===== config.mk =====
export PLATFORM = sky130hd
export DESIGN_NAME = keypad_entry
export DESIGN_NICKNAME = d
export VERILOG_FILES = /design/src/rtl/keypad_entry.sv
export SDC_FILE = /design/constraint.sdc
export NUM_CORES = 1
export LEC_CHECK = 0
export ABC_AREA = 0
export CORE_UTILIZATION = 52
export CTS_CLUSTER_DIAMETER = 50
export DETAILED_ROUTE_END_ITERATION = 8
export PLACE_DENSITY = 0.76
export SYNTH_ARGS = -nofsm -noshare
export SYNTH_HDL_FRONTEND = slang
export SYNTH_SLANG_ARGS = --single-unit

===== constraint.sdc =====
create_clock -name clk -period 3.05 [get_ports clk]
set_clock_uncertainty 0.15 [all_clocks]
set_input_delay 0.915 -clock clk [delete_from_list [all_inputs] [get_ports clk]]
set_output_delay 0.915 -clock clk [all_outputs]
set_load 0.03 [all_outputs]

===== src/rtl/keypad_entry.sv =====
// keypad_entry: debounces the one-hot keypad, encodes each accepted key to BCD
// and shifts it into a three-digit time register (mins, sec_tens, sec_ones).
module keypad_entry #(
  parameter int unsigned DEBOUNCE_CYCLES = 2
) (
  input  logic       clk,
  input  logic       rst,
  input  logic [9:0] keypad,
  input  logic       enable,
  input  logic       clear,
  output logic [3:0] mins,
  output logic [3:0] sec_tens,
  output logic [3:0] sec_ones,
  output logic       digit_valid,
  output logic [1:0] digits_entered,
  output logic       time_nonzero
);

  typedef enum logic [1:0] {
    IDLE  = 2'd0,
    PRESS = 2'd1,
    HOLD  = 2'd2
  } state_t;

  localparam logic [3:0] DEB = 4'(DEBOUNCE_CYCLES);

  state_t     state_q, state_d;
  logic [9:0] pat_q, pat_d;
  logic [3:0] cnt_q, cnt_d;
  logic [3:0] mins_q, mins_d;
  logic [3:0] tens_q, tens_d;
  logic [3:0] ones_q, ones_d;
  logic       valid_q, valid_d;
  logic [1:0] entered_q, entered_d;

  logic       onehot;
  logic [3:0] code;
  logic       accept;
  logic [3:0] cnt_inc;

  // Key classification: exactly one bit set is a valid key, encoded to its index.
  always_comb begin
    onehot = (keypad != '0) && ((keypad & (keypad - 10'd1)) == '0);
    code   = '0;
    for (int unsigned i = 0; i < 10; i++) begin
      if (keypad[i]) code = 4'(i);
    end
  end

  assign cnt_inc = cnt_q + 4'd1;

  // Debounce FSM plus the digit shift register; clear overrides any accept.
  always_comb begin
    state_d   = state_q;
    pat_d     = pat_q;
    cnt_d     = cnt_q;
    mins_d    = mins_q;
    tens_d    = tens_q;
    ones_d    = ones_q;
    entered_d = entered_q;
    valid_d   = 1'b0;
    accept    = 1'b0;

    unique case (state_q)
      IDLE: begin
        if (enable && onehot) begin
          pat_d = keypad;
          if (DEBOUNCE_CYCLES == 1) begin
            accept  = 1'b1;
            cnt_d   = '0;
            state_d = HOLD;
          end else begin
            cnt_d   = 4'd1;
            state_d = PRESS;
          end
        end
      end
      PRESS: begin
        if (!enable || keypad != pat_q) begin
          cnt_d   = '0;
          state_d = IDLE;
        end else if (cnt_inc == DEB) begin
          accept  = 1'b1;
          cnt_d   = '0;
          state_d = HOLD;
        end else begin
          cnt_d = cnt_inc;
        end
      end
      HOLD: begin
        if (keypad != '0) begin
          cnt_d = '0;
        end else if (cnt_inc == DEB) begin
          cnt_d   = '0;
          state_d = IDLE;
        end else begin
          cnt_d = cnt_inc;
        end
      end
      default: begin
        cnt_d   = '0;
        state_d = IDLE;
      end
    endcase

    if (clear) begin
      mins_d    = '0;
      tens_d    = '0;
      ones_d    = '0;
      entered_d = '0;
      cnt_d     = '0;
      state_d   = HOLD;
    end else if (accept) begin
      mins_d  = tens_q;
      tens_d  = ones_q;
      ones_d  = code;
      valid_d = 1'b1;
      if (entered_q != 2'd3) entered_d = entered_q + 2'd1;
    end
  end

  // State registers with synchronous reset.
  always_ff @(posedge clk) begin
    if (rst) begin
      state_q   <= IDLE;
      pat_q     <= '0;
      cnt_q     <= '0;
      mins_q    <= '0;
      tens_q    <= '0;
      ones_q    <= '0;
      valid_q   <= 1'b0;
      entered_q <= '0;
    end else begin
      state_q   <= state_d;
      pat_q     <= pat_d;
      cnt_q     <= cnt_d;
      mins_q    <= mins_d;
      tens_q    <= tens_d;
      ones_q    <= ones_d;
      valid_q   <= valid_d;
      entered_q <= entered_d;
    end
  end

  assign mins           = mins_q;
  assign sec_tens       = tens_q;
  assign sec_ones       = ones_q;
  assign digit_valid    = valid_q;
  assign digits_entered = entered_q;
  assign time_nonzero   = |{mins_q, tens_q, ones_q};

endmodule


# Word level (Yosys, flattened, before mapping)

Index checks and enable logic that the tools add are counted.

Input port bits: 14
Bits in registers: 31
Output and inout bits: 16

Bitwise logic cells: 1
Equality and inequality tests: 13
Muxes and demuxes: 25
Reductions and logical operators: 13
$add $sub $neg: 3

Operators with widths:

| kind                    | count |
|---|---|
| $mux W4                 | 12 |
| $mux W2                 | 6 |
| $ne A3 B3 Y1 const B    | 4 |
| $pmux W4 S3             | 1 |
| $reduce_or A12 Y1       | 1 |
| $and A10 B10 Y10        | 1 |
| $logic_not A10 Y1       | 1 |
| $ne A10 B10 Y1          | 1 |
| $reduce_bool A10 Y1     | 1 |
| $sub A10 B1 Y10 const B | 1 |
| $ne A2 B2 Y1 const B    | 4 |
| $reduce_and A4 Y1       | 2 |
| $pmux W2 S3             | 1 |
| $mux W1                 | 5 |
| $add A4 B1 Y4 const B   | 1 |
| $eq A4 B2 Y1 const B    | 1 |
| $ne A4 B4 Y1 const B    | 1 |
| $reduce_and A2 Y1       | 2 |
| $add A2 B1 Y2 const B   | 1 |
| $eq A2 B1 Y1 const B    | 1 |
| $eq A2 B2 Y1 const B    | 1 |
| $logic_and A1 B1 Y1     | 2 |
| $logic_not A2 Y1        | 1 |
| $reduce_or A2 Y1        | 1 |
| 2 further kinds         | 2 |

# Logic depth before layout (Yosys ltp)

Gate-level depths: netlist of run 1.

Depth after elaboration: 9
Depth in mapped cells: 8
Depth with buffers taken out: 7

# Worst setup path after synthesis of run 1

OpenSTA, ideal clock, no wires.

Kind: input -> register
Start: input port keypad[4]
End: register pat_q[0]
Data required time: 2.775 ns
Cell stages on the path: 8
Path slack: 0.341 ns
Arrival time: 2.434 ns
Library setup time: 0.125 ns
Path through: buf_6 -> or4_4 -> o21ai_1 -> nand3_1 -> nor4_2 -> buf_6 -> mux2i_1 -> nor2_1

Cells in the longest elaborated chain, start to end: 6
Elaborated cells between the ends (all ways): 7

RTL lines:

| element                              | RTL line | source |
|---|---|---|
| start, declared                      | 8        | `input logic [9:0] keypad,` |
| $sub A10 B1 Y10                      | 43       | `onehot = (keypad != '0) && ((keypad & (keypad - 10'd1)) == '0);` |
| $and A10 B10 Y10                     | 43       |  |
| $logic_not A10 Y1                    | 43       |  |
| $logic_and A1 B1 Y1 *                | 43       |  |
| $logic_and A1 B1 Y1 *                | 66       | `if (enable && onehot) begin` |
| $reduce_and A2 Y1 (no source line) * | n/a      |  |
| end signal, assigned                 | 135      | `pat_q <= pat_d;` |
| end, declared                        | 28       | `logic [9:0] pat_q, pat_d;` |

Every way passes the cells marked *; elsewhere a longest branch is shown, timed or not.
A chain may end at the register's enable or synchronous reset.

# Worst setup path after layout of run 1

Start: input port keypad[1]
End: register pat_q[0]

Same word-level chain as after synthesis.

==> flow_metrics.tcl, run 1 <==
set metrics [dict create \
    status "finished clean" \
    min_path_cells 2 \
    fmax_ghz 0.338 \
    grt-ovfl-total 0 \
    die_y_um 59.1 \
    critPathArrivalTime_ns 3.04 \
    ys_seq_elements 31 \
    grt_first_pass_wirelength_um 6890 \
    drive_gt1_share_pct 20.2 \
    placed_cell_area_um2 2130 \
    hp-class "register to register" \
    fp.coreArea_um2 3080 \
    vias_per_cell 5.55 \
    wl_per_cell_um 14.8 \
    ir_drop_uv 268 \
    worstRegToRegCells 7 \
    final.setup.tns_ns 0 \
    port_buffers 29 \
    synthToLayoutAreaGrowth_pct 33.2 \
    avgSynthCellArea_um2 8.65 \
    initial_core_util_pct 55.1 \
    setup_ws_ns 0.0919 \
    clock_latency_ns 0.34 \
    yosysWarnings 0 \
    drtIter0Drc 75 \
    slew_viol_final 0 \
    dp_slack_ns -0.303 \
    setup_viol 0 \
    path_clk_slew_ns 0.09 \
    ant_nets 0 \
    rsz0062_at_grt "yes" \
    hold_viol 0 \
    critPathCapture "pat_q[0]$_SDFFE_PP0P_" \
    placed_cells 283 \
    numCtsBuffers 5 \
    rows 20 \
    final_cells 292 \
    wirelength_um 4330 \
    die_x_um 59.1 \
    crit_fanout 5 \
    layout_common_cells "dfxtp_1, buf_4, clkdlybuf4s50_1" \
    ys.flop_type "dfxtp_1" \
    cp-end-kind "register" \
    ys_async_sr_fraction_pct 0 \
    cts_sinks 31 \
    timing.slew.headroom_pct 48.9 \
    first_pass_iters 5 \
    crit_start "keypad[1]" \
    reg2reg_to "sec_ones[0]$_SDFFE_PP0P_" \
    finish.utilization_pct 73.4 \
    r2r_slack_ns 0.78 \
    final_area_um2 2260 \
    r2r-start "cnt_q[1]$_SDFFE_PP0P_" \
    nets 264 \
    clockBufferDepth 2 \
    cts_tree "yes" \
    synth-edff-count 0 \
    period_minus_slack_ns 2.96 \
    required_ns 3.13 \
    p_per_area_nw_per_um2 373 \
    critical_path_class "input pin to register" \
    critPathLaunchType "input pin" \
    hold_ws_ns 0.331 \
    htreeDepth 2 \
    n_antenna_cell 0 \
    pin_count 30 \
    final_common_cell "dfxtp_1" \
    synth_area_um2 1700 \
    cts_setup_buffers 0 \
    die-area_um2 3490 \
    finalPower_mw 0.842 \
    yosysUniqueCellTypes 49 \
    gp_congestion 0.891 \
    drcViolationCount 0 \
    num_vias 1622 \
    antenna_found_initial 0 \
    worst_pin_slew_ns 0.757 \
    synth_nets 213 \
    drv_cap 0 \
    syn_inst 196 \
    leakagePower_nw 0.856 \
    min_period_over_period_pct 97.0 \
    postCtsHoldBufs 0 \
    root_buffer "clkbuf_4" \
    hpwl_um 3170 \
    yosysSeqAreaShare_pct 36.6 \
    grt_max_degree 16 \
    grt_usage_pct 27.1 \
    grt_pass1_vias 1506 \
]
## critical path, cell delays in order
cell             delay (ns)
clkdlybuf4s50_1        0.50
or4_4                  0.58
o22ai_2                0.14
nand2_2                0.11
nor4_4                 0.29
clkbuf_4               0.25
mux2i_1                0.20
nor2_1                 0.06
## cell families after synthesis
family | count (synthesis) | synth area share, %
simple gates | 83 | 26.0
compound gates | 34 | 13.5
flops | 31 | 36.6
buf+inv | 21 | 8.41
xor+xnor | 12 | 6.20
mux | 11 | 6.49
fa+ha+maj | 4 | 2.80
## worst min path at each step
stage                                from                     to
finish               mins[0]$_SDFFE_PP0P_   mins[0]$_SDFFE_PP0P_
global placement     mins[0]$_SDFFE_PP0P_   mins[0]$_SDFFE_PP0P_
detailed placement   mins[1]$_SDFFE_PP0P_   mins[1]$_SDFFE_PP0P_
floorplan           pat_q[1]$_SDFFE_PP0P_  pat_q[1]$_SDFFE_PP0P_
CTS                  mins[1]$_SDFFE_PP0P_   mins[1]$_SDFFE_PP0P_
global route         mins[2]$_SDFFE_PP0P_   mins[2]$_SDFFE_PP0P_
## cell type report
| cell class | instances | area, um^2 |
|---|---|---|
| multi-input combinational | 144 | 955 |
| inverter | 7 | 26.3 |
| fill | 238 | 820 |
| clock inverter | 2 | 35.0 |
| timing repair buffer | 58 | 515 |
| clock buffer | 6 | 51.3 |
| sequential | 31 | 621 |
| tap | 44 | 55.1 |
## flip-flops by register name, indices dropped and copies added (netlist names)
name	flops
sec_ones	4
digits_entered	2
cnt_q	4
mins	4
digit_valid	1
state_q	2
pat_q	10
sec_tens	4
## power breakdown
| group | internal (mW) | switching [mW] |
|---|---|---|
| logic | 0.0479 | 0.0483 |
| registers | 0.406 | 0.00113 |
| clock network | 0.193 | 0.146 |
| total | 0.647 | 0.196 |
## Yosys cell counts, types with 4 or more instances
cell type / n / share of area [%]
nor4_1: 5 / 1.8
nand2_1: 24 / 5.3
dfxtp_1: 31 / 37
inv_1: 7 / 1.6
nor3b_1: 4 / 1.8
buf_6: 6 / 4.0
mux2i_1: 11 / 6.5
a21oi_1: 16 / 4.7
nor2_1: 17 / 3.8
xnor2_1: 9 / 4.6
nor3_1: 7 / 2.1
nand3_1: 5 / 1.5
## layer usage
layer / routed length (um) / global-route usage, %
met2: 2190 / 46.6
met3: 222 / 7.42
met4: 87 / 10.5
met1: 1840 / 32.0
met5: 0 / 0
## timing repair
action / in CTS / in global routing
endpoints found under the setup margin: 4 / 23
gates cloned: 0 / 1
gates resized for setup: 1 / 10
Note: power is estimated with default switching activity, not from simulation.
==> inputs of run 2 (changes only) <==
- PLACE_DENSITY: 0.76 -> not set
- PLACE_DENSITY_LB_ADDON: not set -> 0.05
- SKIP_CTS_REPAIR_TIMING: not set -> 1
==> run 2 against run 1 <==
Via count is 3.4% lower. Core utilization decreased by 2.0 points. Die area unchanged. Register-to-register slack gained 0.16 ns. Count of clock-buffer cells in the layout is the same. First-iteration DRC count grew 12%. Power decreased by 3.9%. Combinational power is 7.9% lower. Sequential power hardly changed. Worst setup slack lost 0.035 ns. Routed wire length decreased by 7.4%. Sequential cell count stayed put. Critical endpoint is now pat_q[9]$_SDFFE_PP0P_. Largest power group unchanged.
==> flow_metrics.tcl, run 2 (synthesis results as in run 1) <==
set metrics [dict create \
    cts_sinks 31 \
    regMostFlops "pat_q" \
    gr-usage-met1_pct 31.0 \
    grt_usage_pct 25.1 \
    num_vias 1567 \
    wirelength_um 4010 \
    root_buffer "clkbuf_4" \
    worst_pin_slew_ns 0.597 \
    met2_usage_pct 40.3 \
    drive_gt1_share_pct 17.0 \
    die_x_um 59.1 \
    numCtsBuffers 5 \
    grt-ovfl-total 0 \
    min_period_over_period_pct 98.1 \
    path_clk_slew_ns 0.10 \
    use_met3_pct 6.77 \
    rsz0062_at_grt "yes" \
    period_minus_slack_ns 2.99 \
    required_ns 3.14 \
    initial_core_util_pct 55.1 \
    timing.slew.headroom_pct 59.7 \
    clockBufferDepth 2 \
    final.setup.tns_ns 0 \
    finish.utilization_pct 71.4 \
    p_per_area_nw_per_um2 369 \
    htreeDepth 2 \
    p_int_mw 0.618 \
    nets 258 \
    placed_cell_area_um2 2090 \
    vias_per_cell 5.50 \
    hpwl_um 2940 \
    setup_ws_ns 0.0570 \
    cp-end-kind "register" \
    final_common_cell "dfxtp_1" \
    grt_max_degree 16 \
    critical_path_class "input pin to register" \
    final_cells 285 \
    clock_latency_ns 0.34 \
    grt.busiest_layer "met2" \
    largest_reg_flops 10 \
    hold_viol 0 \
    antenna_found_initial 0 \
    drtIter0Drc 84 \
    combPwrFrac_pct 10.9 \
    critPathLaunchType "input pin" \
    dp_slack_ns -0.303 \
    fill_cells 264 \
    first_pass_iters 4 \
    die-area_um2 3490 \
    synthToLayoutAreaGrowth_pct 29.6 \
    crit_fanout 5 \
    power.net_switching_mw 0.192 \
    slew_viol_final 0 \
    pwr-share-clk_pct 38.8 \
    grt_pass1_vias 1442 \
    layout_common_cells "dfxtp_1, clkdlybuf4s50_1, nand2_1" \
    port_buffers 29 \
    setup_viol 0 \
    pin_count 30 \
    finalPower_mw 0.810 \
    wl_per_cell_um 14.1 \
    leakagePower_nw 0.805 \
    final_area_um2 2200 \
    ant_nets 0 \
    gp_congestion 0.803 \
    rows 20 \
    hp-class "register to register" \
    status "finished clean" \
    placed_cells 277 \
    hold_ws_ns 0.326 \
    cts_tree "yes" \
    seq_power_share_pct 50.2 \
    drcViolationCount 0 \
    fmax_ghz 0.334 \
    critPathArrivalTime_ns 3.08 \
    swShare_pct 23.7 \
    ir_drop_uv 338 \
    n_antenna_cell 0 \
    grt_first_pass_wirelength_um 6410 \
    fp.coreArea_um2 3080 \
    die_y_um 59.1 \
    drv_cap 0 \
]
run 2: final timing paths:
| kind | start | end | slack [ns] | cells past startpoint |
|---|---|---|---|---|
| worst max-delay path | keypad[0] | pat_q[9]$_SDFFE_PP0P_ | 0.06 | 8 |
| worst min-delay path | mins[3]$_SDFFE_PP0P_ | mins[3]$_SDFFE_PP0P_ | 0.33 | 2 |
| worst max register to register | cnt_q[1]$_SDFFE_PP0P_ | sec_ones[0]$_SDFFE_PP0P_ | 0.94 | 7 |
| worst min register to register | mins[3]$_SDFFE_PP0P_ | mins[3]$_SDFFE_PP0P_ | 0.33 | 2 |
run 2: per-layer routing:
layer,wire (um),vias to the layer above
met5,0,-
met4,72,0
met3,151,8
met2,1930,38
met1,1860,745
li1,-,776
run 2: area by class of cell:
type	instances	area, um^2	area share, %
clock inverter	1	30.0	1.37
multi-input combinational	144	961	43.7
tap	44	55.1	2.51
sequential	31	621	28.2
clock buffer	6	41.3	1.88
inverter	7	26.3	1.20
timing repair buffer	52	463	21.1
run 2: power groups by stage:
stage | registers (mW) | clock network, mW | logic, mW
after global routing | 0.407 | 0.338 | 0.0950
final | 0.407 | 0.314 | 0.0886
after global placement | 0.416 | 0 | 0.0813
after detailed placement | 0.416 | 0 | 0.0838
after floorplan | 0.416 | 0 | 0.0516
after CTS | 0.407 | 0.320 | 0.0847
run 2: critical path, stage by stage:
cell and delay, ns:
clkdlybuf4s50_1 0.50, or4_4 0.60, o22ai_2 0.15, nand2_2 0.10, nor4_4 0.29, buf_2 0.27, mux2i_1 0.20, nor2_1 0.05
==> inputs of run 3 (changes only) <==
- PLACE_DENSITY: not set -> 0.79
- PLACE_DENSITY_LB_ADDON: 0.05 -> not set
==> run 3 against run 2 <==
Count of clock-buffer cells in the layout is the same. Non-clock buffer count increased by 7. Via count up 4.0%. Die area unchanged. Register-to-register slack worse by 0.07 ns. Clock power barely moved.
==> flow_metrics.tcl, run 3 (synthesis results as in run 1) <==
set metrics [dict create \
    grt_first_pass_wirelength_um 7040 \
    finish.utilization_pct 73.0 \
    grt_usage_pct 27.8 \
    vias_per_cell 5.58 \
    setup_viol 0 \
    largest_reg_flops 10 \
    die-area_um2 3490 \
    grt-ovfl-total 0 \
    ir_drop_uv 336 \
    cts_tree "yes" \
    critPathArrivalTime_ns 3.10 \
    final.setup.tns_ns 0 \
    root_buffer "clkbuf_4" \
    drcViolationCount 0 \
    p_per_area_nw_per_um2 362 \
    fmax_ghz 0.333 \
    hp-class "register to register" \
    nets 265 \
    path_cells "clkdlybuf4s50_1 > or4_4 > o21ai_1 > nand3_1 > nor4_4 > clkbuf_4 > mux2i_1 > nor2_1" \
    timing.slew.headroom_pct 55.8 \
    n_antenna_cell 0 \
    clockBufferDepth 2 \
    regMostFlops "pat_q" \
    numCtsBuffers 5 \
    grt_pass1_vias 1608 \
    clock_latency_ns 0.33 \
    drtIter0Drc 92 \
    min_period_over_period_pct 98.5 \
    path_clk_slew_ns 0.10 \
    port_buffers 29 \
    slew_viol_final 0 \
    hpwl_um 3210 \
    die_y_um 59.1 \
    drive_gt1_share_pct 19.8 \
    synthToLayoutAreaGrowth_pct 32.6 \
    drv_cap 0 \
    gp_congestion 0.913 \
    die_x_um 59.1 \
    required_ns 3.15 \
    cts_sinks 31 \
    cp-end-kind "register" \
    wirelength_um 4400 \
    wl_per_cell_um 15.1 \
    worst_pin_slew_ns 0.654 \
    ant_nets 0 \
    worst_path_max_delay_cell "or4_4" \
    first_pass_iters 4 \
    pin_count 30 \
    final_common_cell "dfxtp_1" \
    leakagePower_nw 0.841 \
    critical_path_class "input pin to register" \
    crit_fanout 5 \
    critPathLaunchType "input pin" \
    hold_viol 0 \
    antenna_found_initial 0 \
    fp.coreArea_um2 3080 \
    num_vias 1630 \
    htreeDepth 2 \
    layout_common_cells "dfxtp_1, buf_4, clkdlybuf4s50_1" \
    period_minus_slack_ns 3.00 \
    grt_max_degree 16 \
    initial_core_util_pct 55.1 \
    status "finished clean" \
    rows 20 \
    critPathMaxStageDelay_ns 0.59 \
]
run 3: layer usage:
layer  GRT usage (%)  up-vias  share of wire [%]
met4            14.3        0                2.5
met3            8.30       10                4.7
met1            30.3      784                 42
met2            48.5       44                 50
li1                -      792                  -
met5               0        -                  0
run 3: final timing paths:
check,from,endpoint,slack (ns),depth (start not counted)
setup / recovery,keypad[0],pat_q[3]$_SDFFE_PP0P_,0.05,8
hold / removal,sec_ones[3]$_SDFFE_PP0P_,sec_ones[3]$_SDFFE_PP0P_,0.35,2
setup reg to reg,cnt_q[1]$_SDFFE_PP0P_,sec_tens[3]$_SDFFE_PP0P_,0.87,8
hold reg to reg,sec_ones[3]$_SDFFE_PP0P_,sec_ones[3]$_SDFFE_PP0P_,0.35,2
run 3: worst max-delay path: cells and delay by family:
kind	cells	cell delay, ns
simple gates	4	1.04
buf+inv	2	0.75
mux	1	0.21
compound gates	1	0.19
run 3: final cells by class:
type                    count  area [um^2]
fillers                   233          830
flip-flops and latches     31          621
repair buffers             59          520
clock buffers               6         41.3
well taps                  44         55.1
inverters                   7         26.3
multi-input cells         144          955
clock inverters             1         30.0
run 3: power breakdown:
| group | switching [mW] | leakage [nW] | internal (mW) |
|---|---|---|---|
| registers | 0.00111 | 0.250 | 0.406 |
| clock network | 0.142 | 0.0383 | 0.169 |
| logic | 0.0473 | 0.553 | 0.0492 |
| total | 0.190 | 0.841 | 0.624 |
run 3: per-stage QoR:
step	power [mW]	worst slack (ns)	hold slack, ns	instances	area, um^2
CTS	0.817	-0.0335	0.346	291	2210
finish	0.814	0.0454	0.352	292	2250
detailed placement	0.508	-0.322	0.314	284	2140
global placement	0.506	-0.205	0.306	284	2140
global route	0.843	-0.0328	0.347	292	2250
floorplan	0.467	0.341	0.331	196	1700
